File: src/rtl/neuron_pkg.sv
// Shared sizing and state encoding for the sonar neuron front end.
package neuron_pkg;

  localparam int unsigned BROJ_ZNACAJKI = 60;
  localparam int unsigned SIRINA        = 16;
  localparam int unsigned SIRINA_UZORKA = BROJ_ZNACAJKI * SIRINA;
  localparam int unsigned INDEKS_W      = 6;
  localparam int unsigned BROJAC_W      = 4;

  typedef enum logic [1:0] {
    PRIKUPLJANJE = 2'd0,
    CEKANJE      = 2'd1,
    PREDAJA      = 2'd2
  } stanje_t;

endpackage

File: src/rtl/uzorak_sakupljac.sv
// Collects 60 serial feature words into the neuron's sample vector, waits for the
// combinational neuron to settle, then hands its registered result downstream.
module uzorak_sakupljac
  import neuron_pkg::*;
#(
  parameter int unsigned CEKANJE_CIKLUSA = 4
) (
  input  logic                     clk,
  input  logic                     rst_n,
  input  logic [SIRINA-1:0]        ulaz_podatak,
  input  logic                     ulaz_valid,
  input  logic                     ulaz_zadnji,
  output logic                     ulaz_ready,
  output logic [SIRINA_UZORKA-1:0] uzorak,
  input  logic [SIRINA-1:0]        izlaz_neurona,
  output logic [SIRINA-1:0]        rezultat,
  output logic                     rezultat_valid,
  input  logic                     rezultat_ready,
  output logic                     greska
);

  // uzorak -> neuron -> izlaz_neurona is a CEKANJE_CIKLUSA-cycle multicycle path;
  // timing constraints must declare it as such.

  stanje_t                   stanje, stanje_d;
  logic [INDEKS_W-1:0]       indeks, indeks_d;
  logic [BROJAC_W-1:0]       brojac, brojac_d;
  logic [SIRINA-1:0]         rezultat_d;
  logic                      rezultat_valid_d;
  logic                      ulaz_ready_d;
  logic                      greska_d;
  logic [BROJ_ZNACAJKI-1:0]  upis_en;
  logic                      prijenos;
  logic                      zadnji_slot;

  assign prijenos    = ulaz_valid & ulaz_ready;
  assign zadnji_slot = (indeks == INDEKS_W'(BROJ_ZNACAJKI - 1));

  // State and control registers
  always_ff @(posedge clk or negedge rst_n) begin
    if (!rst_n) begin
      stanje         <= PRIKUPLJANJE;
      indeks         <= '0;
      brojac         <= '0;
      rezultat       <= '0;
      rezultat_valid <= 1'b0;
      ulaz_ready     <= 1'b0;
      greska         <= 1'b0;
    end else begin
      stanje         <= stanje_d;
      indeks         <= indeks_d;
      brojac         <= brojac_d;
      rezultat       <= rezultat_d;
      rezultat_valid <= rezultat_valid_d;
      ulaz_ready     <= ulaz_ready_d;
      greska         <= greska_d;
    end
  end

  // Sample slots: one decoded write enable per 16-bit slot, no shifting
  always_ff @(posedge clk or negedge rst_n) begin
    if (!rst_n) begin
      uzorak <= '0;
    end else begin
      for (int unsigned k = 0; k < BROJ_ZNACAJKI; k++) begin
        if (upis_en[k]) begin
          uzorak[k*SIRINA +: SIRINA] <= ulaz_podatak;
        end
      end
    end
  end

  // Next-state and next-output logic
  always_comb begin
    stanje_d         = stanje;
    indeks_d         = indeks;
    brojac_d         = brojac;
    rezultat_d       = rezultat;
    rezultat_valid_d = rezultat_valid;
    ulaz_ready_d     = ulaz_ready;
    greska_d         = 1'b0;
    upis_en          = '0;

    case (stanje)
      PRIKUPLJANJE: begin
        ulaz_ready_d = 1'b1;
        if (prijenos) begin
          if (ulaz_zadnji == zadnji_slot) begin
            for (int unsigned k = 0; k < BROJ_ZNACAJKI; k++) begin
              if (indeks == INDEKS_W'(k)) begin
                upis_en[k] = 1'b1;
              end
            end
            if (zadnji_slot) begin
              ulaz_ready_d = 1'b0;
              brojac_d     = BROJAC_W'(CEKANJE_CIKLUSA);
              stanje_d     = CEKANJE;
            end else begin
              indeks_d = indeks + INDEKS_W'(1);
            end
          end else begin
            // Marker mismatch: drop the word and restart the frame
            indeks_d = '0;
            greska_d = 1'b1;
          end
        end
      end

      CEKANJE: begin
        brojac_d = brojac - BROJAC_W'(1);
        if (brojac == BROJAC_W'(1)) begin
          rezultat_d       = izlaz_neurona;
          rezultat_valid_d = 1'b1;
          stanje_d         = PREDAJA;
        end
      end

      PREDAJA: begin
        if (rezultat_ready) begin
          rezultat_valid_d = 1'b0;
          indeks_d         = '0;
          ulaz_ready_d     = 1'b1;
          stanje_d         = PRIKUPLJANJE;
        end
      end

      default: begin
        stanje_d = PRIKUPLJANJE;
      end
    endcase
  end

endmodule

File: config.mk
export PLATFORM = sky130hd
export DESIGN_NAME = uzorak_sakupljac
export DESIGN_NICKNAME = d
export VERILOG_FILES = /design/src/rtl/neuron_pkg.sv /design/src/rtl/uzorak_sakupljac.sv
export SDC_FILE = /design/constraint.sdc
export NUM_CORES = 1
export LEC_CHECK = 0
export CORE_AREA = 4 4 399 401
export DETAILED_ROUTE_END_ITERATION = 10
export DIE_AREA = 0 0 403 405
export GPL_ROUTABILITY_DRIVEN = 1
export GPL_TIMING_DRIVEN = 0
export PLACE_DENSITY_LB_ADDON = 0.05
export SYNTH_ARGS = -nofsm -noshare
export SYNTH_HDL_FRONTEND = slang
export SYNTH_SLANG_ARGS = --single-unit
File: constraint.sdc
create_clock -name clk -period 2.5 [get_ports clk]
set_input_delay 0.5 -clock clk [delete_from_list [all_inputs] [get_ports clk]]
set_output_delay 0.5 -clock clk [all_outputs]
set_load 0.03 [all_outputs]
==> impl_results.md <==
* Cell with the most instances after synthesis: dfrtp_1
* Power Density at 1190 nW/um^2
* Slew Viols, Final at 0
* CP Class: reg2reg
* Startpoint Class: flip-flop
* Synth cell count leaders: 991 x dfrtp_1, 976 x mux2_2, 126 x clkbuf_1
* Row cnt at 145
* Simple-Gate Fraction of Synth Area at 2.28%
* Synth unique cells at 42
* Number of top-level pins at 1016
* Post-route ant nets at 0
* Die Wd at 403 microns
* Fin crit share at 97.7%
* Multiplexer area fraction after synthesis at 29.2%
* Synth Instances at 2309
* Fin. Hold Viols at 101
* Die ar. at 163000 sq um
* Netlist Area Pre-Place at 37700 sq um
* DIE HEIGHT at 405 microns
* DRT Wirelength at 163000 microns
* Status: complete, but fails checks
* Yosys top cell by area: dfrtp_1
* Avg Inst Size Synth at 16.3 sq um
* Sw frac at 37.4%
* Nets@finish at 3516
* Initial core utilization at 24.2%
* Max Root-Sink Buffers at 3
* Initial DRC count at 835
* Mapped Nets at 2352
* Clk pwr share at 26.8%
* Post-synth top area share at 65.8%
* Initial antenna violation count at 16
* Root buffer selected by CTS: clkbuf_16
* Pre-CTS setup slack at -1.21 ns
* Layout cells sized above 1 at 38.6%
* Highest clock rate at 410 MHz
* XOR/XNOR Fraction of Synth Area at 0.0232%
* IO Port Bufs at 998
* Fin crit period at 2.44 ns
* DRC Markers at 0
* Complex-gate fraction of the synthesized area at 0.431%
* Core box area at 156000 sq um
* Pleak at 0.0261 uW
* Switch Pwr at 24800 uW
* Detailed Routing Iterations Pass 1 at 4
* CTS Sinks at 991
* WP data required at 3.10 ns
* First-pass GRT wire length at 225000 microns
* Post-synth ARST share at 100%
* Via Count at 24500
* H-tree levels at 3
* Violations in the final reports: hold timing
* Max-cap violations at 0
* CP arrival at 3.04 ns
* Gpl congestion at 0.808
* Max-slew headroom at 36.1%
* Sequential fraction of design power at 34.2%
* Layout area overhead at 48.2%
* Synth top area cells: dfrtp_1 66%, mux2_2 29%, clkbuf_1 1.3%
* CTS tree: yes
* Worst-path clk slew at 0.06 ns
* Number of fill cells at 15000
* Crit path capture type: flip-flop
* Final setup viols at 0
* Main combinational cell family by area after synthesis: multiplexers
* GR Overflow Total at 0
* Post-synthesis sequential area ratio at 65.8%
* Hold Crit Class: in2async
* CP max FO at 10
* RSZ-0062 raised after global routing: true
* Setup TNS at 0 ns
* Main synth FF type: dfrtp_1
* Post-DP HPWL at 122000 microns
* Register bit count reported by yosys at 991
* Setup ws final at 0.0582 ns
* Routed WL per cell at 28.9 microns
* Post-synth EDFFs at 0
* CTS buffer count at 116
* Via density at 4.34
* Gr usage total at 19.5%
* WHS at -0.293 ns
* Comb pwr share at 39.0%
* Yosys warning count at 0
* Via count of the first global-routing pass at 26700
* Tightest Pin Transition at 0.958 ns
* Synth Area in Adders at 0.199%
* Internal power consumption at 41400 uW
* Final worst clock skew at 0.0260 ns
* Largest net degree at the start of global routing at 126
* Max rail drop VDD at 0.640 mV
* Skew-Pair Late Insertion Delay at 0.72 ns
sequential cells by signal, indices dropped and copies added (netlist names):
register,count
brojac,4
greska,1
indeks,6
rezultat,16
rezultat_valid,1
stanje,2
ulaz_ready,1
uzorak,960
critical path, stage by stage, from the launching register on:
cell and delay, ns:
dfrtp_1 0.35, buf_2 0.17, nand4bb_1 0.19, buf_4 0.21
buf_4 0.23, nor4_4 0.28, nand2_2 0.27, buf_2 0.30
mux2_2 0.30
layer usage:
| metal | global-route usage, % | vias up | share of wire (%) |
|---|---|---|---|
| met5 | 0 | - | 0 |
| met1 | 22.8 | 13000 | 38 |
| li1 | - | 10500 | - |
| met4 | 4.91 | 0 | 2.6 |
| met3 | 7.22 | 172 | 9.0 |
| met2 | 34.0 | 794 | 50 |
path summary, 6_finish.rpt:
check / to / slack [ns] / from / depth (start not counted)
setup / recovery: uzorak[166] / 0.06 / stanje[1] / 8
hold / removal: uzorak[174] / -0.29 / rst_n / 1
setup reg to reg: uzorak[166] / 0.06 / stanje[1] / 8
hold reg to reg: uzorak[771] / 0.50 / uzorak[771] / 1
max in group asynchronous: uzorak[746] / 0.49 / rst_n / 6
min in group clk: uzorak[255] / 0.33 / ulaz_podatak[15] / 2
kinds of logic (layout without fill, tap and decap cells):
group           Yosys count  after routing
fa+ha+maj                 6              6
flops                   991            991
other cells               0             27
buf+inv                 192           1452
compound gates           25             25
mux                     977            977
simple gates            117            117
xor+xnor                  1              1
through the flow:
step / area (sq um) / total power [uW] / utilization [%] / std cells
after floorplan: 37700 / 35600 / - / 2309
after CTS: 55500 / 67200 / 35.7 / 5616
after global routing: 55800 / 69100 / 35.9 / 5631
after detailed placement: 50600 / 48500 / 32.5 / 5376
final: 55900 / 66200 / 35.9 / 5654
after global placement: 50300 / 48200 / 32.3 / 5365
layout by cell type (no fill, tap or decap), types with 12 or more instances in the layout:
master,count
dfrtp_1,991
clkdlybuf4s50_1,982
mux2_2,976
clkbuf_1,127
clkbuf_16,120
buf_4,68
clkbuf_8,30
nand3_4,28
diode_2,27
clkinv_2,20
buf_6,18
dlygate4sd2_1,12
power groups by stage:
stage               Combinational, uW  Clock, uW  Sequential [uW]
CTS                             26200      18300            22700
global placement                25300          0            22900
detailed placement              25600          0            22900
floorplan                        4710          0            30900
global route                    26900      19000            23200
finish                          25800      17700            22700
cell type report:
cell class / instances / area (sq um) / area share (%)
Antenna cell: 27 / 67.6 / 0.121
Buffer: 166 / 927 / 1.66
Clock buffer: 176 / 3470 / 6.22
Clock inverter: 38 / 533 / 0.954
Inverter: 10 / 37.5 / 0.0672
Multi-Input combinational cell: 1126 / 12700 / 22.7
Sequential cell: 991 / 24800 / 44.4
Tap cell: 2058 / 2570 / 4.61
Timing Repair Buffer: 1062 / 10800 / 19.3
timing repair:
item,CTS,global route
resized for setup,171,43
hold endpoints to repair,101,101
setup buffers,35,14
pin swaps,15,7
endpoints found under the setup margin,992,532
cloned,3,1
Power figures use the tool's default switching activity.
